==> src/rtl/latch_bank_arbiter.sv <==
// latch_bank_arbiter: round-robin write arbiter in front of a shared bank of
// clear-able transparent D-latches. Every write runs setup -> open -> hold so
// the latch data is stable on both sides of the enable window.
// Optional feature macro: LBA_CLEAR_EN adds the clr_req/clr_ack ports and a
// CLEAR state; without it lat_clr is driven by reset alone.

module latch_bank_arbiter #(
  parameter int NREQ      = 4,
  parameter int NLAT      = 8,
  parameter int DW        = 8,
  parameter int SETUP_CYC = 1,
  parameter int OPEN_CYC  = 1,
  parameter int HOLD_CYC  = 1,
  localparam int AW       = $clog2(NLAT)
) (
  input  logic               clk,
  input  logic               clr_n,
  input  logic [NREQ-1:0]    req,
  input  logic [NREQ*AW-1:0] req_addr,
  input  logic [NREQ*DW-1:0] req_data,
  output logic [NREQ-1:0]    gnt,
  output logic               err,
  output logic               busy,
  output logic [DW-1:0]      lat_d,
  output logic [NLAT-1:0]    lat_en,
  output logic               lat_clr
`ifdef LBA_CLEAR_EN
  ,
  input  logic               clr_req,
  output logic               clr_ack
`endif
);

  localparam int PW   = $clog2(NREQ);
  localparam int MAXC = (SETUP_CYC > OPEN_CYC) ?
                        ((SETUP_CYC > HOLD_CYC) ? SETUP_CYC : HOLD_CYC) :
                        ((OPEN_CYC > HOLD_CYC) ? OPEN_CYC : HOLD_CYC);
  localparam int CW   = $clog2(MAXC + 1);

  localparam logic [CW-1:0] SETUP_LD = CW'(SETUP_CYC - 1);
  localparam logic [CW-1:0] OPEN_LD  = CW'(OPEN_CYC - 1);
  localparam logic [CW-1:0] HOLD_LD  = CW'(HOLD_CYC - 1);
  localparam logic [CW-1:0] CNT_ONE  = CW'(1);
  localparam logic [AW:0]   NLAT_W   = (AW + 1)'(NLAT);
  localparam logic [PW-1:0] LAST_REQ = PW'(NREQ - 1);

`ifdef LBA_CLEAR_EN
  typedef enum logic [2:0] {IDLE, SETUP, OPEN, HOLD, CLEAR} state_t;
`else
  typedef enum logic [1:0] {IDLE, SETUP, OPEN, HOLD} state_t;
`endif

  state_t          state;
  logic [PW-1:0]   ptr;
  logic [CW-1:0]   cnt;
  logic [PW-1:0]   cap_idx;
  logic [AW-1:0]   cap_addr;
  logic            warm;

  logic [PW-1:0]   pick_hi;
  logic [PW-1:0]   pick_lo;
  logic            hi_ok;
  logic            lo_ok;
  logic [PW-1:0]   winner;
  logic [PW-1:0]   nxt_ptr;
  logic [AW-1:0]   sel_addr;
  logic [DW-1:0]   sel_data;
  logic [NLAT-1:0] en_mask;
  logic [NREQ-1:0] gnt_mask;
  logic            addr_bad;

  // Round-robin pick: lowest asserted request at or above ptr, else the lowest overall
  always_comb begin
    pick_hi = '0;
    pick_lo = '0;
    hi_ok   = 1'b0;
    lo_ok   = 1'b0;
    for (int i = NREQ - 1; i >= 0; i--) begin
      if (req[i]) begin
        pick_lo = PW'(i);
        lo_ok   = 1'b1;
        if (PW'(i) >= ptr) begin
          pick_hi = PW'(i);
          hi_ok   = 1'b1;
        end
      end
    end
    winner  = hi_ok ? pick_hi : pick_lo;
    nxt_ptr = (winner == LAST_REQ) ? '0 : winner + PW'(1);
  end

  // Select the winning requester's address and data slices
  always_comb begin
    sel_addr = '0;
    sel_data = '0;
    for (int i = 0; i < NREQ; i++) begin
      if (winner == PW'(i)) begin
        sel_addr = req_addr[i*AW +: AW];
        sel_data = req_data[i*DW +: DW];
      end
    end
  end

  // Decode the captured transaction into enable and grant masks
  always_comb begin
    en_mask  = '0;
    gnt_mask = '0;
    addr_bad = ({1'b0, cap_addr} >= NLAT_W);
    for (int i = 0; i < NLAT; i++) begin
      en_mask[i] = (cap_addr == AW'(i));
    end
    for (int i = 0; i < NREQ; i++) begin
      gnt_mask[i] = (cap_idx == PW'(i));
    end
  end

  // Transaction FSM with all outputs registered; reset clears the bank and aborts any write
  always_ff @(posedge clk or negedge clr_n) begin
    if (!clr_n) begin
      state    <= IDLE;
      ptr      <= '0;
      cnt      <= '0;
      cap_idx  <= '0;
      cap_addr <= '0;
      warm     <= 1'b1;
      gnt      <= '0;
      err      <= 1'b0;
      busy     <= 1'b0;
      lat_d    <= '0;
      lat_en   <= '0;
      lat_clr  <= 1'b1;
`ifdef LBA_CLEAR_EN
      clr_ack  <= 1'b0;
`endif
    end else if (warm) begin
      warm    <= 1'b0;
      lat_clr <= 1'b0;
    end else begin
      case (state)
        IDLE: begin
`ifdef LBA_CLEAR_EN
          if (clr_req) begin
            state   <= CLEAR;
            cnt     <= OPEN_LD;
            busy    <= 1'b1;
            lat_clr <= 1'b1;
            clr_ack <= (OPEN_CYC == 1);
          end else
`endif
          if (lo_ok) begin
            state    <= SETUP;
            cnt      <= SETUP_LD;
            busy     <= 1'b1;
            cap_idx  <= winner;
            cap_addr <= sel_addr;
            lat_d    <= sel_data;
            ptr      <= nxt_ptr;
          end
        end
        SETUP: begin
          if (cnt == '0) begin
            state  <= OPEN;
            cnt    <= OPEN_LD;
            lat_en <= en_mask;
          end else begin
            cnt <= cnt - CNT_ONE;
          end
        end
        OPEN: begin
          if (cnt == '0) begin
            state  <= HOLD;
            cnt    <= HOLD_LD;
            lat_en <= '0;
            if (HOLD_CYC == 1) begin
              gnt <= gnt_mask;
              err <= addr_bad;
            end
          end else begin
            cnt <= cnt - CNT_ONE;
          end
        end
        HOLD: begin
          if (cnt == '0) begin
            state <= IDLE;
            busy  <= 1'b0;
            gnt   <= '0;
            err   <= 1'b0;
          end else begin
            cnt <= cnt - CNT_ONE;
            if (cnt == CNT_ONE) begin
              gnt <= gnt_mask;
              err <= addr_bad;
            end
          end
        end
`ifdef LBA_CLEAR_EN
        CLEAR: begin
          if (cnt == '0) begin
            state   <= IDLE;
            busy    <= 1'b0;
            lat_clr <= 1'b0;
            clr_ack <= 1'b0;
          end else begin
            cnt <= cnt - CNT_ONE;
            if (cnt == CNT_ONE) begin
              clr_ack <= 1'b1;
            end
          end
        end
`endif
        default: begin
          state <= IDLE;
          busy  <= 1'b0;
        end
      endcase
    end
  end

endmodule
==> config.mk <==
export PLATFORM = sky130hd
export DESIGN_NAME = latch_bank_arbiter
export DESIGN_NICKNAME = d
export VERILOG_FILES = /design/src/rtl/latch_bank_arbiter.sv
export SDC_FILE = /design/constraint.sdc
export NUM_CORES = 1
export LEC_CHECK = 0
export ABC_AREA = 1
export ABC_CLOCK_PERIOD_IN_PS = 3380
export CAP_MARGIN = 30
export CORE_MARGIN = 4
export CORE_UTILIZATION = 44
export DETAILED_ROUTE_END_ITERATION = 6
export PLACE_DENSITY = 0.86
export SETUP_SLACK_MARGIN = 0.1
export SYNTH_ARGS = -nofsm -noshare
export SYNTH_HDL_FRONTEND = slang
export SYNTH_SLANG_ARGS = --single-unit
==> constraint.sdc <==
create_clock -name clk -period 3.38 [get_ports clk]
set_input_delay 0.507 -clock clk [delete_from_list [all_inputs] [get_ports clk]]
set_output_delay 0.507 -clock clk [all_outputs]
set_load 0.02 [all_outputs]
---- After elaboration in Yosys (flattened, before gate mapping) ----
Cells that the tools add are included.
word-level totals
  register bits ........................... 34
  bits in latches ......................... 0
  RAM bits ................................ 0
  bits in read-only memories .............. 0
  input port bits ......................... 50
  output and inout port bits .............. 23
  word-level logic and storage cells ...... 105
  memories ................................ 0
cells by class
  add/subtract/negate cells ............... 2
  multipliers ............................. 0
  divide/modulo/power cells ............... 0
  $lt $le $gt $ge ......................... 4
  eq/ne operators ......................... 20
  shift-type cells ........................ 0
  mux-type cells .......................... 52
  bitwise gates (word level) .............. 1
  reduce and logical (&&, ||, !) cells .... 14
operator list
  operator            count
  $mux 8              6
  $mux 2              18
  $mux 1              16
  $pmux 8 s2          1
  $eq 2x2->1 const B  6
  $eq 3x3->1 const B  4
  $mux 3              4
  $mux 4              2
  $ne 2x2->1 const B  4
  $pmux 2 s4          1
  $pmux 4 s2          1
  $reduce_and 4->1    2
  $eq 2x1->1 const B  3
  $eq 3x2->1 const B  2
  $logic_not 2->1     3
  $pmux 1 s2          3
  $reduce_and 3->1    2
  $reduce_bool 2->1   3
  $reduce_and 5->1    1
  $ge 1x2->1 const A  2
  $ge 2x2->1 const A  2
  $eq 3x1->1 const B  1
  $logic_not 3->1     1
  $reduce_or 3->1     1
  4 further kinds     4

---- Depth between registers and ports, before layout ----
Gate-level depths: netlist of run 1.
  depth in word-level cells ............... 15
  depth in mapped cells ................... 15
  depth with buffers taken out ............ 14

---- Least setup slack after synthesis of run 1 ----
OpenSTA, ideal clock, no wires.
  kind .................................... input port to flip-flop
  from .................................... input req[0]
  to ...................................... register cap_addr[0]
  library setup time ...................... 0.126 ns
  arrival time ............................ 1.686 ns
  data required time ...................... 3.254 ns
  slack ................................... 1.568 ns
  cell stages on the path ................. 9
  path buffers ............................ 1
  path through ............................ nand3_1 a21boi_1 nand2_1 inv_1 ha_1 buf_1 nand2_1 nand3_1 o21ai_0
between the ends
  longest elaborated chain between the ends .. 7
  elaborated cells on any way between the ends .. 14
  classes of those cells .................. 3 x eq/ne; 9 x mux; 2 x reduce/logical
ends and longest elaborated chain
  what                              line  RTL
  from (decl)                       18    input logic [NREQ-1:0] req,
  $mux 2 or $mux 1 (tied branches)  79    if (req[i]) begin
  $mux 2 (*)                        88    winner = hi_ok ? pick_hi : pick_lo;
  named net winner[0]               64    logic [PW-1:0] winner;
  $logic_not 2->1                   97    if (winner == PW'(i)) begin
  $mux 3 (3 in a row)               97
  $mux 3 (*)                        97
  to (signal assigned)              155   cap_addr <= sel_addr;
  to (decl)                         57    logic [AW-1:0] cap_addr;
Mark *: on every way through the listed nets, which the timed path passes. The rest lies on a longest branch.
A chain may end at the register's enable or synchronous reset.

---- Final worst setup path of run 1 ----
  from .................................... input req[1]
  to ...................................... register cap_addr[0]
between the ends
  longest elaborated chain between the ends .. 9
  elaborated cells on any way between the ends .. 20
  classes of those cells .................. 3 x eq/ne; 15 x mux; 2 x reduce/logical
ends and longest elaborated chain
  what                              line  RTL
  $mux 2 or $mux 1 (tied branches)  79
  $mux 2 or $mux 1 (tied branches)  82    if (PW'(i) >= ptr) begin
  $mux 2 or $mux 1 (tied branches)  79
  $mux 2 (*)                        88
  named net winner[0]               64
  $logic_not 2->1                   97
  $mux 3 (3 in a row)               97
  $mux 3 (*)                        97
Marked as above.

==> results of run 1 <==
-- power breakdown --
group	internal (mW)	switching (mW)	total [mW]
sequential	0.530	0.0983	0.628
combinational	0.442	0.657	1.10
clock	0.181	0.134	0.315
-- registers in the layout, summed over array words and instances (netlist names) --
register,cells
lat_d,8
cap_idx,2
warm,1
ptr,2
state,2
gnt,4
cap_addr,3
lat_en,8
lat_clr,1
busy,1
-- logic make-up after synthesis --
kind of cell    count (synthesis)  share of synthesized area
compound gates                 45                      0.128
flops                          32                      0.418
fa+ha+maj                       8                     0.0521
simple gates                  132                      0.292
buf+inv                        49                      0.109
other cells                     1                    0.00195
-- critical path: cells and delay by family --
| kind | cells | cell delay, ps |
|---|---|---|
| compound gates | 3 | 480 |
| fa+ha+maj | 1 | 530 |
| buf+inv | 2 | 620 |
| simple gates | 5 | 450 |
-- routing by layer --
metal,up-vias,global-route usage,wire length (um)
li1,967,-,-
met1,842,0.217,2060
met2,60,0.350,2350
met3,6,0.0770,430
met4,0,0.0443,36
met5,-,0,0
-- stage by stage --
step,cells,hold slack [ps]
6_report,387,435
4_1_cts,387,438
2_1_floorplan,268,211
3_3_place_gp,380,428
3_5_place_dp,380,426
5_1_grt,387,477
-- synth_stat cells --
| library cell | count |
|---|---|
| nand3_2 | 3 |
| nand2_1 | 103 |
| nand3_1 | 12 |
| nand3_4 | 1 |
| buf_8 | 1 |
| o21ai_1 | 1 |
| a22o_1 | 1 |
| dfrtp_1 | 30 |
| a21boi_1 | 1 |
| o21bai_1 | 1 |
| clkbuf_1 | 3 |
| a21oi_1 | 11 |
| inv_2 | 1 |
| dfstp_2 | 2 |
| a21oi_2 | 1 |
| inv_1 | 37 |
| buf_4 | 2 |
| buf_2 | 3 |
| inv_4 | 1 |
| conb_1 | 1 |
| nor2_1 | 6 |
| ha_1 | 8 |
| o21ai_0 | 28 |
| o22ai_2 | 1 |
| nand2_2 | 2 |
| nand4_1 | 4 |
| buf_1 | 1 |
| nor2_2 | 1 |
-- final cells by class --
type | count | area (um2) | area share
Clock buffer | 7 | 96.3 | 0.0351
Inverter | 39 | 149 | 0.0543
Multi-Input combinational cell | 187 | 913 | 0.333
Sequential cell | 32 | 803 | 0.293
Tap cell | 50 | 62.6 | 0.0228
Timing Repair Buffer | 72 | 718 | 0.262
-- how the worst max path moves through the flow --
stage / from / end / slack [ps] / cells after the start
2_1_floorplan: req[0] / cap_addr[0] / 1570 / 9
3_3_place_gp: req[1] / cap_addr[0] / 690 / 11
3_5_place_dp: req[1] / cap_addr[0] / 620 / 11
4_1_cts: req[1] / cap_addr[0] / 920 / 12
5_1_grt: req[1] / cap_addr[2] / 610 / 11
6_report: req[1] / cap_addr[0] / 930 / 11
==> key figures, run 1 <==
Outcome
  • Status: complete, no violations

Critical path
  • R2r startpoint: ptr[1]
  • Most used cell, CP: nand2_1
  • Crit path largest cell delay: 530 ps
  • Arrival time at the worst endpoint: 2610 ps
  • Crit path kind: input pin to flop
  • Startpoint types: input pin
  • Crit. End Element: flop
  • Worst r2r path cells: 11
  • Worst Path Max Fanout: 22
  • Slowest cell on crit path: ha_1
  • Required @ worst endpoint: 3540 ps
  • R2R Path End: cap_addr[0]
  • Reg-to-reg slack, setup: 1210 ps
  • Critical path, cell by cell: clkdlybuf4s50_1 -> nand2_1 -> a21boi_1 -> nand2_1 -> inv_1 -> ha_1 -> o21ai_0 -> nand2_1 -> nand2_1 -> nand3_1 -> o21ai_0

Power
  • Leak pwr: 1.32 nW
  • Peak supply drop: 0.469 mV
  • Power consumption: 2.04 mW
  • Pwr Density: 745 nW/um2

Cells and area
  • Ant diodes: 0
  • P&R area growth vs syn: 42.7%
  • Final nets: 395
  • Final core utilization: 0.666
  • Fill cells: 356
  • Commonest non-fill, non-tap cell in the layout: nand2_1
  • Highest-count cells in the layout ignoring fill and taps: nand2_1, clkdlybuf4s50_1, inv_1
  • Share of cells above drive strength 1: 0.0623
  • Final Cell Area: 2740 um2

Routing
  • Final wirelength: 4870 um
  • Vias: 1875
  • Initial DRT Pass Iterations: 5
  • Remaining DRCs: 0
  • Remaining antenna violation count: 0
  • DR iter-0 viols: 59
  • Vias per cell: 4.84
  • WL/cell: 12.6 um

GRT
  • Number of global-route vias before repair: 1935
  • GRT Total Usage: 0.195
  • Initial antenna violation count: 0
  • First-pass GRT wire length: 8250 um
  • Aggregate global routing overflow: 0
  • Pin count of the biggest net entering global routing: 33

Timing
  • Final Hold Fails: 0
  • Unrepaired setup endpoints after global routing: no
  • Final setup violation count: 0
  • Least-Margin Pin Slew: 700 ps
  • Peak Freq: 408 MHz
  • Post-route minimum period: 2450 ps
  • Setup WS post-layout: 929 ps
  • Setup TNS: 0 ps
  • Clock Skew: 3.59 ps
  • Final Max Slew Viols: 0
  • Tcrit/Tclk final: 0.725
  • Rel. slew slack: 0.533

Die
  • Die W: 74.1 um
  • Placement Rows: 23
  • # IOs: 73
  • Chip height: 74.1 um
  • Die area: 5490 um2
  • Total core area: 4120 um2
  • Initial core utilization: 0.467

Placement
  • Final HPWL DP: 3750 um
  • Place WS: 619 ps
  • GP Congestion: 0.842
  • DP Area: 2650 um2
  • PortBufs: 71

Synthesis
  • Cell count after synthesis: 267
  • Register area share after synthesis: 0.418
  • Share of the synthesized area in the top cell type: 0.391
  • Synthesized area per cell: 7.20 um2
  • Register bit total from synthesis: 32
  • Ranking of synthesized cells by area: dfrtp_1, nand2_1, o21ai_0
  • Cell Area, Synth: 1920 um2
  • Post-synth top area cell: dfrtp_1
  • Synth Warn #: 0
  • Cell variety after synth: 28

CTS
  • CTS Root Cell: clkbuf_8
  • H-tree depth: 2
  • Hold Buf Count CTS: 0
  • Clock Path Buffers: 2
  • Post-CTS Setup Inserts: 0
  • CTS sink cnt: 32
  • CTS resizes: 0
  • CTS Buf Count: 5
  • Reg clk slew, reported paths: 60 ps
  • Clock latency on the worst-skew pair: 280 ps
  • TritonCTS clock tree: built

Job
  • Max Cap Viol: 0

Hold path
  • Hold_sp: lat_clr
  • Worst hold path class: flop to flop
  • WHS Path Cells: 2
  • Hold EP: lat_clr
Note: power is estimated with default switching activity, not from simulation.
==> run 2: changes to the inputs <==
--- a/config.mk
+++ b/config.mk
@@ -6,12 +6,12 @@
 export NUM_CORES = 1
 export LEC_CHECK = 0
 export ABC_AREA = 1
-export ABC_CLOCK_PERIOD_IN_PS = 3380
+export ABC_CLOCK_PERIOD_IN_PS = 2230
 export CAP_MARGIN = 30
 export CORE_MARGIN = 4
-export CORE_UTILIZATION = 44
+export CORE_UTILIZATION = 40
 export DETAILED_ROUTE_END_ITERATION = 6
-export PLACE_DENSITY = 0.86
+export PLACE_DENSITY = 0.83
 export SETUP_SLACK_MARGIN = 0.1
 export SYNTH_ARGS = -nofsm -noshare
 export SYNTH_HDL_FRONTEND = slang
==> constraint.sdc (replaced) <==
create_clock -name clk -period 2.23 [get_ports clk]
set_input_delay 0.3345 -clock clk [delete_from_list [all_inputs] [get_ports clk]]
set_output_delay 0.3345 -clock clk [all_outputs]
set_load 0.02 [all_outputs]
==> run 2 against run 1 <==
Compared with the run above: global-route usage decreased by 2.9 points; critical endpoint is now cap_addr[1]; power increased by 56%; largest cell class unchanged; largest power group unchanged; clock power increased by 45%; sequential share of layout area decreased by 1.1 points; worst setup slack got worse by 620 ps.
==> key figures, run 2 (synthesis results as in run 1) <==
Critical path
  • CP bufs+invs: 4
  • Most used cell, CP: nand2_1
  • R2r startpoint: ptr[1]
  • Startpoint types: input pin
  • Crit. End Element: flop
  • Worst setup path start: req[3]
  • Critical path, cell by cell: clkdlybuf4s50_1 -> inv_1 -> o21ai_1 -> nand2_1 -> nand2_1 -> nand2_1 -> buf_4 -> ha_1 -> buf_4 -> a21oi_1 -> nand2_1 -> nand3_1 -> o21ai_0
  • Required @ worst endpoint: 2400 ps
  • Crit path largest cell delay: 480 ps
  • Slowest cell on crit path: clkdlybuf4s50_1
  • R2R Path End: cap_addr[1]
  • Reg-to-reg slack, setup: 370 ps
  • Worst Path Max Fanout: 11
  • Crit path kind: input pin to flop
  • Worst r2r path cells: 13
  • Arrival time at the worst endpoint: 2090 ps
  • Crit path max-delay family: buffers and inverters

CTS
  • Clock latency on the worst-skew pair: 280 ps
  • Clock Path Buffers: 2
  • TritonCTS clock tree: built
  • CTS Buf Count: 5
  • H-tree depth: 2
  • Reg clk slew, reported paths: 70 ps
  • CTS Root Cell: clkbuf_8
  • CTS sink cnt: 32

Timing
  • Worst hold margin: 445 ps
  • Peak Freq: 521 MHz
  • Final Max Slew Viols: 0
  • Post-route minimum period: 1920 ps
  • Tcrit/Tclk final: 0.860
  • Unrepaired setup endpoints after global routing: no
  • Final setup violation count: 0
  • Final Hold Fails: 0
  • Clock Skew: 6.93 ps

Placement
  • Final HPWL DP: 3720 um
  • PortBufs: 71
  • GP Congestion: 0.854
  • Post-Place Cells: 392

Cells and area
  • Share of cells above drive strength 1: 0.101
  • Register area: 803 um2
  • Ant diodes: 0
  • Area of the multi-input gates: 926 um2
  • Highest-count cells in the layout ignoring fill and taps: nand2_1, clkdlybuf4s50_1, inv_1
  • P&R area growth vs syn: 48.3%
  • Final nets: 405
  • Fill cells: 398
  • Top Registers: lat_d x8, lat_en x8, gnt x4
  • Commonest non-fill, non-tap cell in the layout: nand2_1
  • Final Non-Filler Cells: 400

Routing
  • Remaining DRCs: 0
  • Final wirelength: 4720 um
  • Initial DRT Pass Iterations: 4
  • Remaining antenna violation count: 0
  • Vias: 1894
  • WL/cell: 11.8 um
  • DR iter-0 viols: 66
  • Vias per cell: 4.74

Die
  • Initial core utilization: 0.427
  • # IOs: 73
  • Chip height: 77.3 um
  • Die area: 5980 um2
  • Die W: 77.3 um
  • Total core area: 4500 um2
  • Placement Rows: 24

Hold path
  • Worst hold path class: flop to flop
  • WHS Path Cells: 2
  • Hold_sp: lat_clr
  • Hold EP: lat_clr

Job
  • Max Cap Viol: 0

GRT
  • Aggregate global routing overflow: 0
  • Pin count of the biggest net entering global routing: 33
  • First-pass GRT wire length: 8120 um
  • Number of global-route vias before repair: 1907
  • Initial antenna violation count: 0
  • GRT Total Usage: 0.166

Power
  • Peak supply drop: 0.572 mV
  • Pwr Density: 1120 nW/um2
  • Leak pwr: 1.40 nW

Outcome
  • Status: complete, no violations
[run 2: cell type report]
cell class                 count  share of cell area
timing repair buffer          82               0.287
inverter                      39              0.0522
clock buffer                   8              0.0316
sequential                    32               0.282
tap                           52              0.0228
multi-input combinational    187               0.325
[run 2: metrics by stage]
step | power (mW) | setup slack (ps) | util | cell area (um2) | TNS [ps]
6_report | 3.18 | 312 | 0.633 | 2850 | 0
3_3_place_gp | 2.67 | -57.2 | 0.608 | 2740 | -442
3_5_place_dp | 2.72 | -101 | 0.608 | 2740 | -908
2_1_floorplan | 2.03 | 530 | - | 1930 | 0
5_1_grt | 3.47 | 113 | 0.633 | 2850 | 0
4_1_cts | 3.18 | 189 | 0.628 | 2830 | 0
[run 2: worst min-delay path: cells and delay by family (launching register included)]
| family | cells | cell delay (ps) |
|---|---|---|
| flops | 1 | 370 |
| simple gates | 1 | 30 |
| buf+inv | 1 | 50 |
[run 2: how the worst max path moves through the flow]
| stage | endpoint | depth (start not counted) | slack (ps) |
|---|---|---|---|
| final | cap_addr[1] | 13 | 310 |
| after global routing | cap_addr[0] | 15 | 110 |
| after CTS | cap_addr[0] | 13 | 190 |
| after detailed placement | lat_d[0] | 11 | -100 |
| after global placement | cap_addr[0] | 13 | -60 |
| after floorplan | cap_addr[0] | 10 | 530 |
[run 2: report_power, final]
group | internal [mW] | total, mW | leakage (nW) | switching [mW]
sequential | 0.803 | 0.946 | 0.407 | 0.144
combinational | 0.780 | 1.78 | 0.948 | 1.00
clock | 0.251 | 0.456 | 0.0455 | 0.204
[run 2: layer usage]
metal	track usage	wire length, um	share of wire
met5	0	0	0
met4	0.0676	112	0.024
met3	0.0691	445	0.094
met2	0.278	2190	0.46
met1	0.187	1970	0.42
[run 2: timing repair]
| item | in CTS | in global routing |
|---|---|---|
| gates resized for setup | 0 | 12 |
| endpoints found under the setup margin | 0 | 11 |
| setup buffers | 0 | 0 |
| hold buffers | 0 | 0 |
==> run 3: changes to the inputs <==
--- a/config.mk
+++ b/config.mk
@@ -13,6 +13,7 @@
 export DETAILED_ROUTE_END_ITERATION = 6
 export PLACE_DENSITY = 0.83
 export SETUP_SLACK_MARGIN = 0.1
+export SKIP_LAST_GASP = 1
 export SYNTH_ARGS = -nofsm -noshare
 export SYNTH_HDL_FRONTEND = slang
 export SYNTH_SLANG_ARGS = --single-unit
==> results of run 3 <==
No change in the layout: final DEF, timing and power equal those of run 2.
